--- src/rtl/hififo_pcie_pkg.sv ---
// PCIe TLP constants and header types shared by the hififo request engines.
package hififo_pcie_pkg;

    localparam int unsigned FMT_W  = 3;
    localparam int unsigned TYPE_W = 5;
    localparam int unsigned LEN_W  = 10;
    localparam int unsigned TAG_W  = 8;
    localparam int unsigned RID_W  = 16;
    localparam int unsigned BE_W   = 4;

    localparam logic [FMT_W-1:0]  FMT_MRD32 = 3'b000;
    localparam logic [FMT_W-1:0]  FMT_MRD64 = 3'b001;
    localparam logic [TYPE_W-1:0] TYPE_MRD  = 5'b00000;
    localparam logic [BE_W-1:0]   BE_FULL   = 4'hF;

    typedef struct packed {
        logic [63:0] word0;
        logic [63:0] word1;
        logic        wide;
    } mrd_hdr_t;

    // Header DW0 of a memory read: fmt/type, zeroed attribute fields, length in DWs.
    function automatic logic [31:0] mrd_dw0(input logic wide, input logic [LEN_W-1:0] length);
        return {(wide ? FMT_MRD64 : FMT_MRD32), TYPE_MRD, 8'b0, 6'b0, length};
    endfunction

endpackage

--- src/rtl/hififo_desc_read_requester_if.sv ---
// Fetcher, TX request stream and completion stream signals of the descriptor read requester.
interface hififo_desc_read_requester_if
    import hififo_pcie_pkg::*;
#(
    parameter int unsigned AMSB = 63,
    parameter int unsigned DMSB = 63
);

    logic             rr_valid;
    logic [AMSB:0]    rr_addr;
    logic             rr_ready;

    logic [63:0]      tlp_data;
    logic             tlp_valid;
    logic             tlp_upper_valid;
    logic             tlp_last;
    logic             tlp_ready;

    logic [DMSB:0]    cpl_data;
    logic             cpl_valid;
    logic [TAG_W-1:0] cpl_tag;

    logic [DMSB:0]    wdata;
    logic             wvalid;
    logic             rc_last;
    logic             timeout;
    logic             busy;

    modport master (
        input  rr_valid, rr_addr, tlp_ready, cpl_data, cpl_valid, cpl_tag,
        output rr_ready, tlp_data, tlp_valid, tlp_upper_valid, tlp_last,
               wdata, wvalid, rc_last, timeout, busy
    );

    modport slave (
        output rr_valid, rr_addr, tlp_ready, cpl_data, cpl_valid, cpl_tag,
        input  rr_ready, tlp_data, tlp_valid, tlp_upper_valid, tlp_last,
               wdata, wvalid, rc_last, timeout, busy
    );

endinterface

--- src/rtl/hififo_tlp_mrd_header.sv ---
// Combinational builder of the two 64-bit words of a PCIe Memory Read request.
module hififo_tlp_mrd_header
    import hififo_pcie_pkg::*;
#(
    parameter int unsigned AMSB = 63
) (
    input  logic [AMSB:0]      addr,
    input  logic [LEN_W-1:0]   length,
    input  logic [TAG_W-1:0]   tag,
    input  logic [RID_W-1:0]   requester_id,
    output mrd_hdr_t           hdr_c
);

    logic [31:0] addr_hi;
    logic        wide;

    assign addr_hi = 32'(addr[AMSB:32]);
    assign wide    = (addr_hi != 32'd0);

    // A 4DW header is only used when the address does not fit in 32 bits.
    assign hdr_c.wide  = wide;
    assign hdr_c.word0 = {requester_id, tag, BE_FULL, BE_FULL, mrd_dw0(wide, length)};
    assign hdr_c.word1 = wide ? {addr[31:0], addr_hi} : {32'd0, addr[31:0]};

endmodule

--- src/rtl/hififo_desc_read_requester.sv ---
// Issues one descriptor-block memory read at a time and returns its completion
// words to the fetcher, abandoning the read after a long silence.
module hififo_desc_read_requester
    import hififo_pcie_pkg::*;
#(
    parameter int unsigned     AMSB      = 63,
    parameter int unsigned     DMSB      = 63,
    parameter int unsigned     REQ_BYTES = 512,
    parameter logic [TAG_W-1:0] TAG      = 8'd0,
    parameter int unsigned     TIMEOUT   = 1048576
) (
    input  logic                clock,
    input  logic                reset,
    input  logic [RID_W-1:0]    requester_id,
    hififo_desc_read_requester_if.master bus
);

    localparam int unsigned      DATA_W = DMSB + 1;
    localparam int unsigned      WORDS  = REQ_BYTES / 8;
    localparam int unsigned      CNT_W  = $clog2(WORDS) + 1;
    localparam int unsigned      TMR_W  = $clog2(TIMEOUT) + 1;
    localparam logic [LEN_W-1:0] LENGTH = LEN_W'(REQ_BYTES / 4);

    typedef enum logic [1:0] {IDLE, HDR0, HDR1, WAIT_CPL} state_t;

    state_t            state;
    logic [AMSB:0]     addr_q;
    logic [CNT_W-1:0]  word_cnt;
    logic [TMR_W-1:0]  timer;
    logic              word_acc;
    mrd_hdr_t          hdr_c;

    hififo_tlp_mrd_header #(.AMSB(AMSB)) u_hdr (
        .addr         (addr_q),
        .length       (LENGTH),
        .tag          (TAG),
        .requester_id (requester_id),
        .hdr_c        (hdr_c)
    );

    assign word_acc     = (state == WAIT_CPL) && bus.cpl_valid && (bus.cpl_tag == TAG);
    assign bus.rr_ready = (state == IDLE);
    assign bus.busy     = (state != IDLE);

    // TX words depend only on state and the latched address, so they hold under backpressure.
    always_comb begin
        bus.tlp_valid       = 1'b0;
        bus.tlp_upper_valid = 1'b0;
        bus.tlp_last        = 1'b0;
        bus.tlp_data        = '0;
        case (state)
            HDR0: begin
                bus.tlp_valid       = 1'b1;
                bus.tlp_upper_valid = 1'b1;
                bus.tlp_data        = hdr_c.word0;
            end
            HDR1: begin
                bus.tlp_valid       = 1'b1;
                bus.tlp_last        = 1'b1;
                bus.tlp_upper_valid = hdr_c.wide;
                bus.tlp_data        = hdr_c.word1;
            end
            default: ;
        endcase
    end

    always_ff @(posedge clock) begin
        if (reset) begin
            state       <= IDLE;
            addr_q      <= '0;
            word_cnt    <= '0;
            timer       <= '0;
            bus.wdata   <= '0;
            bus.wvalid  <= 1'b0;
            bus.rc_last <= 1'b0;
            bus.timeout <= 1'b0;
        end else begin
            bus.wvalid  <= 1'b0;
            bus.rc_last <= 1'b0;
            bus.timeout <= 1'b0;
            case (state)
                IDLE: begin
                    if (bus.rr_valid) begin
                        addr_q <= bus.rr_addr;
                        state  <= HDR0;
                    end
                end
                HDR0: begin
                    if (bus.tlp_ready) state <= HDR1;
                end
                HDR1: begin
                    if (bus.tlp_ready) begin
                        state    <= WAIT_CPL;
                        word_cnt <= '0;
                        timer    <= '0;
                    end
                end
                WAIT_CPL: begin
                    // An accepted word always beats an expiring timer.
                    if (word_acc) begin
                        bus.wvalid <= 1'b1;
                        bus.wdata  <= DATA_W'(bus.cpl_data);
                        word_cnt   <= word_cnt + CNT_W'(1);
                        timer      <= '0;
                        if (word_cnt == CNT_W'(WORDS - 1)) begin
                            bus.rc_last <= 1'b1;
                            state       <= IDLE;
                        end
                    end else if (timer == TMR_W'(TIMEOUT - 1)) begin
                        bus.rc_last <= 1'b1;
                        bus.timeout <= 1'b1;
                        state       <= IDLE;
                    end else begin
                        timer <= timer + TMR_W'(1);
                    end
                end
                default: state <= IDLE;
            endcase
        end
    end

endmodule

--- src/flat_wrapper.sv ---
// flat-port wrapper written by rule: the top's interface ports become plain ports
module hififo_desc_read_requester_flat import hififo_pcie_pkg::*;
#(
    parameter int unsigned     AMSB      = 63,
    parameter int unsigned     DMSB      = 63,
    parameter int unsigned     REQ_BYTES = 512,
    parameter logic [TAG_W-1:0] TAG      = 8'd0,
    parameter int unsigned     TIMEOUT   = 1048576
)
  (clock, reset, requester_id, bus_rr_valid, bus_rr_addr, bus_tlp_ready, bus_cpl_data, bus_cpl_valid, bus_cpl_tag, bus_rr_ready, bus_tlp_data, bus_tlp_valid, bus_tlp_upper_valid, bus_tlp_last, bus_wdata, bus_wvalid, bus_rc_last, bus_timeout, bus_busy);
  hififo_desc_read_requester_if #(.AMSB(AMSB), .DMSB(DMSB)) bus_i ();
  input  logic clock;
  input  logic reset;
  input  logic [RID_W-1:0] requester_id;
  input wire logic [$bits(bus_i.rr_valid)-1:0] bus_rr_valid;
  input wire logic [$bits(bus_i.rr_addr)-1:0] bus_rr_addr;
  input wire logic [$bits(bus_i.tlp_ready)-1:0] bus_tlp_ready;
  input wire logic [$bits(bus_i.cpl_data)-1:0] bus_cpl_data;
  input wire logic [$bits(bus_i.cpl_valid)-1:0] bus_cpl_valid;
  input wire logic [$bits(bus_i.cpl_tag)-1:0] bus_cpl_tag;
  output wire logic [$bits(bus_i.rr_ready)-1:0] bus_rr_ready;
  output wire logic [$bits(bus_i.tlp_data)-1:0] bus_tlp_data;
  output wire logic [$bits(bus_i.tlp_valid)-1:0] bus_tlp_valid;
  output wire logic [$bits(bus_i.tlp_upper_valid)-1:0] bus_tlp_upper_valid;
  output wire logic [$bits(bus_i.tlp_last)-1:0] bus_tlp_last;
  output wire logic [$bits(bus_i.wdata)-1:0] bus_wdata;
  output wire logic [$bits(bus_i.wvalid)-1:0] bus_wvalid;
  output wire logic [$bits(bus_i.rc_last)-1:0] bus_rc_last;
  output wire logic [$bits(bus_i.timeout)-1:0] bus_timeout;
  output wire logic [$bits(bus_i.busy)-1:0] bus_busy;
  assign bus_i.rr_valid = bus_rr_valid;
  assign bus_i.rr_addr = bus_rr_addr;
  assign bus_i.tlp_ready = bus_tlp_ready;
  assign bus_i.cpl_data = bus_cpl_data;
  assign bus_i.cpl_valid = bus_cpl_valid;
  assign bus_i.cpl_tag = bus_cpl_tag;
  assign bus_rr_ready = bus_i.rr_ready;
  assign bus_tlp_data = bus_i.tlp_data;
  assign bus_tlp_valid = bus_i.tlp_valid;
  assign bus_tlp_upper_valid = bus_i.tlp_upper_valid;
  assign bus_tlp_last = bus_i.tlp_last;
  assign bus_wdata = bus_i.wdata;
  assign bus_wvalid = bus_i.wvalid;
  assign bus_rc_last = bus_i.rc_last;
  assign bus_timeout = bus_i.timeout;
  assign bus_busy = bus_i.busy;
  hififo_desc_read_requester #(.AMSB(AMSB), .DMSB(DMSB), .REQ_BYTES(REQ_BYTES), .TAG(TAG), .TIMEOUT(TIMEOUT)) u_core (.clock(clock), .reset(reset), .requester_id(requester_id), .bus(bus_i));
endmodule
--- config.mk ---
export PLATFORM = sky130hd
export DESIGN_NAME = hififo_desc_read_requester_flat
export DESIGN_NICKNAME = d
export VERILOG_FILES = /design/src/rtl/hififo_pcie_pkg.sv /design/src/rtl/hififo_desc_read_requester_if.sv /design/src/rtl/hififo_tlp_mrd_header.sv /design/src/rtl/hififo_desc_read_requester.sv /design/src/flat_wrapper.sv
export SDC_FILE = /design/constraint.sdc
export NUM_CORES = 1
export LEC_CHECK = 0
export ABC_AREA = 1
export CAP_MARGIN = 25
export CORE_MARGIN = 2
export CORE_UTILIZATION = 40
export CTS_CLUSTER_DIAMETER = 30
export DETAILED_ROUTE_END_ITERATION = 16
export GPL_TIMING_DRIVEN = 0
export PLACE_DENSITY_LB_ADDON = 0.1
export SETUP_SLACK_MARGIN = 0.05
export SYNTH_ARGS = -nofsm -noshare
export SYNTH_HDL_FRONTEND = slang
export SYNTH_SLANG_ARGS = --single-unit
--- constraint.sdc ---
create_clock -name clock -period 2.6 [get_ports clock]
set_clock_uncertainty 0.2 [all_clocks]
set_input_delay 0.39 -clock clock [delete_from_list [all_inputs] [get_ports clock]]
set_output_delay 0.39 -clock clock [all_outputs]
set_load 0.01 [all_outputs]
Word-level counts from Yosys, hierarchy flattened:

Cells that the tools add are included.
Widths: inputs -> output; s select.

* bitwise gates (word level): 1
* mux-type cells: 24
* reductions and logical operators: 15
* add/sub/neg operators: 2
* eq/ne operators: 12

Operators with widths (count)
* $pmux 64 s2: 1
* $mux 64: 1
* $mux 21: 3
* $pmux 21 s2: 1
* $reduce_bool 32->1: 1
* $add 21x1->21 const B: 1
* $eq 21x20->1 const B: 1
* $mux 7: 2
* $pmux 7 s2: 1
* $mux 2: 6
* $logic_not 8->1: 1
* $pmux 2 s4: 1
* $add 7x1->7 const B: 1
* $eq 7x6->1 const B: 1
* $mux 1: 7
* $ne 2x2->1 const B: 3
* $ne 3x2->1 const B: 2
* $reduce_and 3->1: 2
* $reduce_and 5->1: 1
* $eq 2x2->1 const B: 2
* $reduce_and 2->1: 2
* $reduce_bool 2->1: 2
* $reduce_or 2->1: 2
* $ne 3x3->1 const B: 1
* 7 further kinds: 8

* flip-flop bits (word level): 161
* input port bits: 157
* logic and storage cells: 62

Longest topological paths before layout:

Gate-level depths: netlist (run 1).

* depth after elaboration: 5
* gate-level depth with buffers: 12
* mapped depth without buffers: 12

Modules after synthesis:

Synthesis (run 1) repeated with hierarchy kept, for this count alone.

* cells, all modules: 1419
* area, all modules: 8817.2 µm²

Modules (own cells, without submodules)
* hififo_desc_read_requester: cells each 1153, instances 1, area each 7512.2 µm²
* hififo_tlp_mrd_header: cells each 266, instances 1, area each 1305.0 µm²

Worst setup path before layout (run 1):

No wires, ideal clock.

* kind: flip-flop to output port
* from: reg u_core.state[0]
* to: out bus_tlp_data[0]
* slack: 220 ps
* arrival: 1790 ps
* buffers on the path: 2
* cell stages (with the launch flop): 9
* cell sequence: dfxtp_1 > inv_1 > ha_1 > clkbuf_1 > nand2_1 > inv_1 > clkbuf_1 > o21ai_0 > a21oi_1

* cells in the longest elaborated chain, start to end: 2
* elaborated cells between the ends (all ways): 3
* those cells by class: eq/ne: 2; mux: 1

RTL lines
* start: declaration: line hififo_desc_read_requester.sv:26 `state_t state;`
* start signal: assignment: line hififo_desc_read_requester.sv:69 `state <= IDLE;`
* start signal: assignment: line hififo_desc_read_requester.sv:85 `state <= HDR0;`
* start signal: assignment: line hififo_desc_read_requester.sv:89 `if (bus.tlp_ready) state <= HDR1;`
* $eq 2x2->1 / $eq 2x1->1 (equally long branches): line hififo_desc_read_requester.sv:51 `case (state)`
* $pmux 64 s2 *: line hififo_desc_read_requester.sv:51
* end: declaration: line flat_wrapper.sv:22 `output wire logic [$bits(bus_i.tlp_data)-1:0] bus_tlp_data;`

Mark *: on every way between the ends. The rest lies on a longest branch, timed or not.

Worst setup path after layout (run 1):

* from: reg u_core.addr_q[48]
* to: out bus_tlp_data[24]

* cells in the longest elaborated chain, start to end: 3

RTL lines
* start: declaration: line hififo_desc_read_requester.sv:27 `logic [AMSB:0] addr_q;`
* start signal: assignment: line hififo_desc_read_requester.sv:84 `addr_q <= bus.rr_addr;`
* $reduce_bool 32->1: line hififo_tlp_mrd_header.sv:18 `assign wide = (addr_hi != 32'd0);`
* $mux 64: line hififo_tlp_mrd_header.sv:23 `assign hdr_c.word1 = wide ? {addr[31:0], addr_hi} : {32'd0, addr[31:0]};`
* $pmux 64 s2: line hififo_desc_read_requester.sv:51

Every way passes these cells.

==> reports/metrics.csv, run 1 <==
stage,metric,value,unit
run_status,status,"complete, but fails checks",
run_status,failing checks,setup timing,
clock_network,CTS Sinks,161,
route,initial DRC count,574,
worst_setup_path,crit path launch type,register,
timing,fin crit share,109,%
timing,RSZ-0062 raised after global routing,yes,
route,Post-Route WL,27600,microns
grt,initial antenna violation count,2,
pwr,leakage power,5.06,nW
yosys,#FFs+latches synth,161,
worst_setup_path,Required @ worst endpoint,2010,ps
timing,final worst setup slack,-233,ps
floorplanning,die area,0.0197,sq mm
final_layout,FF+latch area,0.00324,sq mm
timing,Final Hold Viols,0,
worst_setup_path,CP Max Fanout,6,
clock_network,clk buf depth,2,
yosys,Async SR Flop Fraction,0,%
final_layout,Final Non-Filler Cells,1710,
worst_setup_path,"Cell Chain, Critical Path",nor2_1 > nand2_1 > nor2_2 > nand3_2 > nor2_4 > buf_12 > clkinvlp_4 > buf_4 > nor2_2 > nor2_1 > buf_2,
worst_setup_path,WP data arrival,2240,ps
floorplanning,# IOs,293,
timing,Pins Over Slew Limit,0,
final_layout,P&R area growth vs syn,60.0,%
yosys,Mean Syn Cell Area,6.71,sq um
worst_setup_path,Register-to-Register Path Depth,8,
worst_setup_path,Crit Path Class,reg -> out,
grt,first-pass GRT wire length,42100,microns
final_layout,"final std cell area, no fill",0.0119,sq mm
grt,vias in the first global route,8098,
yosys,post-synth top area share,43.3,%
min_path,hold path cells,2,
placement,dpl cell area,0.0106,sq mm
final_layout,nets,1630,
floorplanning,Rows,49,
clock_network,Worst-Skew Late Latency,420,ps
clock_network,number of H-tree levels,4,
final_layout,multi-input logic area,0.00399,sq mm
clock_network,Worst-path clk slew,70,ps
floorplanning,Die X-Extent,140,microns
yosys,synthesized cell area,0.00744,sq mm
route,M1 WL,11500,microns
worst_setup_path,flop2flop setup slack,290,ps
clock_network,CTS buffer count,17,
timing,relative slew slack,60.6,%
route,Top Layer Used,met4,
floorplanning,height of the die,140,microns
yosys,Synth Net Count,1273,
yosys,Netlist cell types,33,
route,metal3 WL,2270,microns
yosys,"area leader, netlist",dfxtp_1,
worst_setup_path,"slowest stage delay, CP",330,ps
route,routed vias,8587,
placement,gpl congestion,0.930,
clock_network,Clock Tree Root,clkbuf_16,
grt,final global-route overflow total,0,
final_layout,share of post-route cells with drive strength above 1,18.1,%
yosys,most frequent cells after synthesis,"nor2_1 (352), o21ai_0 (167), dfxtp_1 (161), nand2_1 (136), inv_1 (64)",
worst_setup_path,CP Capture Type,output pin,
min_path,worst min path class,in -> reg,
route,vias per inst,5.02,
grt,GRT Total Usage,27.0,%
timing,Max Freq,353,MHz
yosys,Post-synth top flop,dfxtp_1,
placement,placed cells,1629,
grt,largest net degree at the start of global routing,17,
pwr,Final Power,9.31,mW
timing,Worst Tran Pin Value,591,ps
yosys,part of the Yosys area used for sequential elements,43.3,%
yosys,Post-Syn Instances,1109,
worst_setup_path,CP max-delay cell,dfxtp_1,
placement,PortBufs,291,
flow_run,max cap viols,0,
floorplanning,CORE AREA,0.0181,sq mm
route,met2 routed WL,13100,microns
clock_network,CTS tree,done,
timing,Final Critical Period,2830,ps
yosys,Synth area leaders,"dfxtp_1 (43%), nor2_1 (18%), o21ai_0 (11%), nand2_1 (6.9%), a21oi_1 (3.8%)",
final_layout,Fillers,1583,
route,Remaining DRCs,0,
floorplanning,Initial Util,41.1,%
placement,dpl hpwl,19700,microns
yosys,most instantiated library cell after synthesis,nor2_1,
route,ANT nets after route,0,
route,drt pass-1 iters,6,
route,Routed wire per std cell,16.1,microns
placement,pre-CTS setup slack,-785,ps
yosys,synth warn,0,
timing,Final setup viols,54,
yosys,number of synthesized flops with an enable pin,0,
pwr,Max IR drop VDD,518,uV
pwr,power per standard cell area,782,mW/mm^2
## worst max-delay path, delay by kind of cell (launching register included)
family / cells / cell delay, ps
buffers and inverters: 4 / 640
flip-flops: 1 / 330
AND/OR/NAND/NOR: 7 / 820
## logic make-up (layout without fill, tap and decap cells)
kind of cell / count (synthesis) / count (layout) / synth area share (%)
AOI/OAI and AO/OA: 231 / 231 / 15.9
adders and majority gates: 7 / 7 / 1.18
buffers and inverters: 132 / 501 / 7.15
DFF: 161 / 161 / 43.3
other: 0 / 2 / 0
and+or+nand+nor: 578 / 579 / 32.4
## flip-flops by register name (all words and copies together), names as in the netlist
name	count
u_core.addr_q	64
u_core.bus.wdata	64
u_core.timer	21
u_core.word_cnt	7
u_core.state	2
u_core.bus.rc_last	1
u_core.bus.timeout	1
u_core.bus.wvalid	1
## per-layer routing
| layer | vias up | global-route usage [%] |
|---|---|---|
| met3 | 42 | 8.51 |
| met4 | 0 | 7.76 |
| met1 | 3931 | 32.8 |
| met5 | - | 0 |
| met2 | 326 | 45.8 |
| li1 | 4288 | - |
## path summary, 6_finish.rpt
| check | to | from |
|---|---|---|
| setup / recovery | bus_tlp_data[24] | u_core.addr_q[48]$_SDFFE_PP0P_ |
| hold / removal | u_core.timer[4]$_SDFFE_PP0P_ | reset |
| setup reg to reg | u_core.timer[0]$_SDFFE_PP0P_ | u_core.state[1]$_SDFFE_PP0P_ |
| hold reg to reg | u_core.word_cnt[2]$_SDFFE_PP0P_ | u_core.word_cnt[2]$_SDFFE_PP0P_ |
## power breakdown
part	internal [mW]	switching [mW]	leakage (nW)
registers	2.81	0.289	1.31
logic	1.58	2.08	3.46
clock network	1.48	1.07	0.281
## what timing repair did
item / CTS / global route
hold buffers: 0 / 0
endpoints found under the setup margin: 65 / 115
gates resized for setup: 392 / 51
setup buffers: 29 / 15
cloned: 4 / 0
pin swaps: 18 / 10
## cell type report
cell class                 instances  share of cell area [%]
multi-input combinational        817                    33.5
sequential                       161                    27.2
timing repair buffer             338                    26.1
clock buffer                      22                    3.90
buffer                            61                    3.33
tap                              229                    2.41
inverter                          70                    2.39
clock inverter                    10                    1.07
antenna                            2                  0.0421
## placed cells by master (no fill, tap or decap), drive strengths merged
| cell type | count |
|---|---|
| ha | 7 |
| a21oi | 58 |
| o21ai | 168 |
| a21o | 1 |
| bufbuf | 1 |
| clkdlybuf4s50 | 226 |
| clkinvlp | 3 |
| nor2 | 356 |
| nor3b | 1 |
| or2 | 4 |
| bufinv | 2 |
| clkinv | 7 |
| nor3 | 5 |
| inv | 68 |
| clkbuf | 68 |
| o22ai | 1 |
| clkdlybuf4s15 | 1 |
| nand3 | 59 |
| buf | 125 |
| o21bai | 2 |
| diode | 2 |
| nand3b | 1 |
| nand2 | 142 |
| o221a | 1 |
| nand4 | 11 |
| dfxtp | 161 |
## through the flow
stage	TNS (ps)	hold slack (ps)	util (%)
2_1_floorplan	0	237	-
3_3_place_gp	-40070	257	58.8
3_5_place_dp	-41180	266	58.8
4_1_cts	-5020	59.9	64.6
5_1_grt	-12120	65.7	65.8
6_report	-8040	71.8	65.8
Note: power is estimated with default switching activity, not from simulation.
==> run 2, diff against run 1 <==
--- a/config.mk
+++ b/config.mk
@@ -8,7 +8,7 @@
 export ABC_AREA = 1
 export CAP_MARGIN = 25
 export CORE_MARGIN = 2
-export CORE_UTILIZATION = 40
+export CORE_UTILIZATION = 44
 export CTS_CLUSTER_DIAMETER = 30
 export DETAILED_ROUTE_END_ITERATION = 16
 export GPL_TIMING_DRIVEN = 0
==> reports/metrics.csv, run 2 (synthesis results as in run 1) <==
stage,metric,value,unit
run_status,status,"complete, but fails checks",
run_status,failing checks,setup timing,
route,Post-Route WL,27100,microns
pwr,Max IR drop VDD,487,uV
grt,grt met2 use,47.6,%
clock_network,CTS buffer count,17,
timing,final hold slack,83.8,ps
final_layout,share of post-route cells with drive strength above 1,18.3,%
worst_setup_path,Crit path top cell by count,nor2_2,
timing,Final Critical Period,2690,ps
grt,first-pass GRT wire length,41600,microns
worst_setup_path,"slowest stage delay, CP",330,ps
final_layout,P&R area growth vs syn,58.2,%
clock_network,CTS Sinks,161,
clock_network,number of H-tree levels,4,
route,routed vias,8624,
route,Remaining DRCs,0,
min_path,worst min path class,in -> reg,
grt,largest net degree at the start of global routing,17,
placement,pre-CTS setup slack,-796,ps
pwr,sw frac,36.1,%
placement,PortBufs,291,
final_layout,Fillers,1425,
clock_network,cts hold-fix bufs,0,
grt,layer with the highest usage,met2,
worst_setup_path,"Cell Chain, Critical Path",nor2_2 > nand2_1 > nor2_2 > nand3_2 > nor2_4 > buf_12 > buf_8 > buf_6 > o21ai_0 > nor2_1 > buf_2,
timing,setup TNS,-1190,ps
worst_setup_path,crit path launch type,register,
final_layout,nets,1615,
timing,relative slew slack,60.7,%
timing,fin crit share,104,%
grt,GR Util met1,36.0,%
route,initial DRC count,483,
floorplanning,# IOs,293,
clock_network,Worst-Skew Late Latency,420,ps
grt,initial antenna violation count,1,
route,vias per inst,5.12,
placement,dpl cell area,0.0106,sq mm
timing,RSZ-0062 raised after global routing,yes,
pwr,switching power,3.35,mW
timing,Max Freq,371,MHz
clock_network,Worst-path clk slew,60,ps
final_layout,Final Util,70.9,%
pwr,Power Internal,5.93,mW
timing,Final setup viols,38,
pwr,leakage power,4.96,nW
route,drt pass-1 iters,5,
floorplanning,Rows,47,
clock_network,CTS tree,done,
worst_setup_path,Crit Path Class,reg -> out,
worst_setup_path,CP max-delay cell,dfxtp_2,
pwr,power per standard cell area,789,mW/mm^2
final_layout,"final std cell area, no fill",0.0118,sq mm
pwr,fraction of power consumed by sequential logic,33.6,%
timing,final worst setup slack,-93.0,ps
worst_setup_path,Required @ worst endpoint,2010,ps
floorplanning,die area,0.0180,sq mm
grt,vias in the first global route,8216,
worst_setup_path,WP data arrival,2100,ps
clock_network,Clock Tree Root,clkbuf_16,
placement,placed cells,1620,
floorplanning,height of the die,134,microns
route,ANT nets after route,0,
final_layout,Final Non-Filler Cells,1683,
placement,dpl hpwl,19500,microns
pwr,Final Power,9.28,mW
final_layout,biggest regs,"u_core.addr_q (64), u_core.bus.wdata (64), u_core.timer (21)",
timing,Final Hold Viols,0,
final_layout,most frequent cells in the layout,"nor2_1 (331), clkdlybuf4s50_1 (226), o21ai_0 (151)",
route,Routed wire per std cell,16.1,microns
flow_run,max cap viols,0,
floorplanning,Die X-Extent,134,microns
placement,gpl congestion,0.959,
floorplanning,Initial Util,44.9,%
timing,Pins Over Slew Limit,0,
worst_setup_path,CP Max Fanout,8,
final_layout,Diodes inserted,0,
worst_setup_path,CP Capture Type,output pin,
grt,GRT Total Usage,29.2,%
clock_network,clk buf depth,2,
final_layout,"most common cell after layout, fill and taps aside",nor2_1,
floorplanning,CORE AREA,0.0166,sq mm
pwr,Clock power frac,28.7,%
grt,met3 usage,7.82,%
pwr,Comb power frac,37.7,%
timing,Worst Tran Pin Value,589,ps
grt,final global-route overflow total,0,
==> run 2: path summary, 6_finish.rpt <==
path | from | endpoint | slack [ps] | depth (start not counted)
worst max-delay path | u_core.addr_q[54]$_SDFFE_PP0P_ | bus_tlp_data[8] | -90 | 11
worst min-delay path | reset | u_core.timer[3]$_SDFFE_PP0P_ | 80 | 2
worst max register to register | u_core.state[0]$_SDFFE_PP0P_ | u_core.timer[18]$_SDFFE_PP0P_ | 210 | 8
worst min register to register | u_core.word_cnt[2]$_SDFFE_PP0P_ | u_core.word_cnt[2]$_SDFFE_PP0P_ | 270 | 2
==> run 2: power by group through the flow <==
stage / Clock [mW] / Combinational, mW / Sequential [mW]
CTS: 2.67 / 3.35 / 3.07
global placement: 0 / 2.87 / 3.08
detailed placement: 0 / 2.90 / 3.10
floorplan: 0 / 1.75 / 3.02
global route: 2.77 / 3.81 / 3.16
finish: 2.66 / 3.50 / 3.12
==> run 2: layout make-up <==
class                           count  area [sq um]  area share (%)
Tap cell                          220           275            2.34
Timing Repair Buffer              322          2920            24.8
Inverter                           70           280            2.38
Multi-Input combinational cell    817          4010            34.1
Buffer                             62           405            3.45
Clock inverter                     10           159            1.35
Sequential cell                   161          3260            27.7
Clock buffer                       21           460            3.91
==> run 2: repair_timing <==
action	in CTS	in global routing
cloned	6	1
pin swaps	22	19
setup buffers	21	4
gates resized for setup	372	76
setup endpoints to repair	65	84
==> run 2: critical path, delay by kind of cell, from the launching register on <==
kind	cells	cell delay, ps
AO/OA/AOI/OAI	1	80
buffers and inverters	4	540
flip-flops	1	330
AND/OR/NAND/NOR	6	730
==> run 2: per-layer routing <==
metal / routed length, microns / up-vias
met1: 11200 / 3943
met5: 0 / -
met3: 2130 / 72
met2: 12500 / 355
met4: 1210 / 0
li1: - / 4254
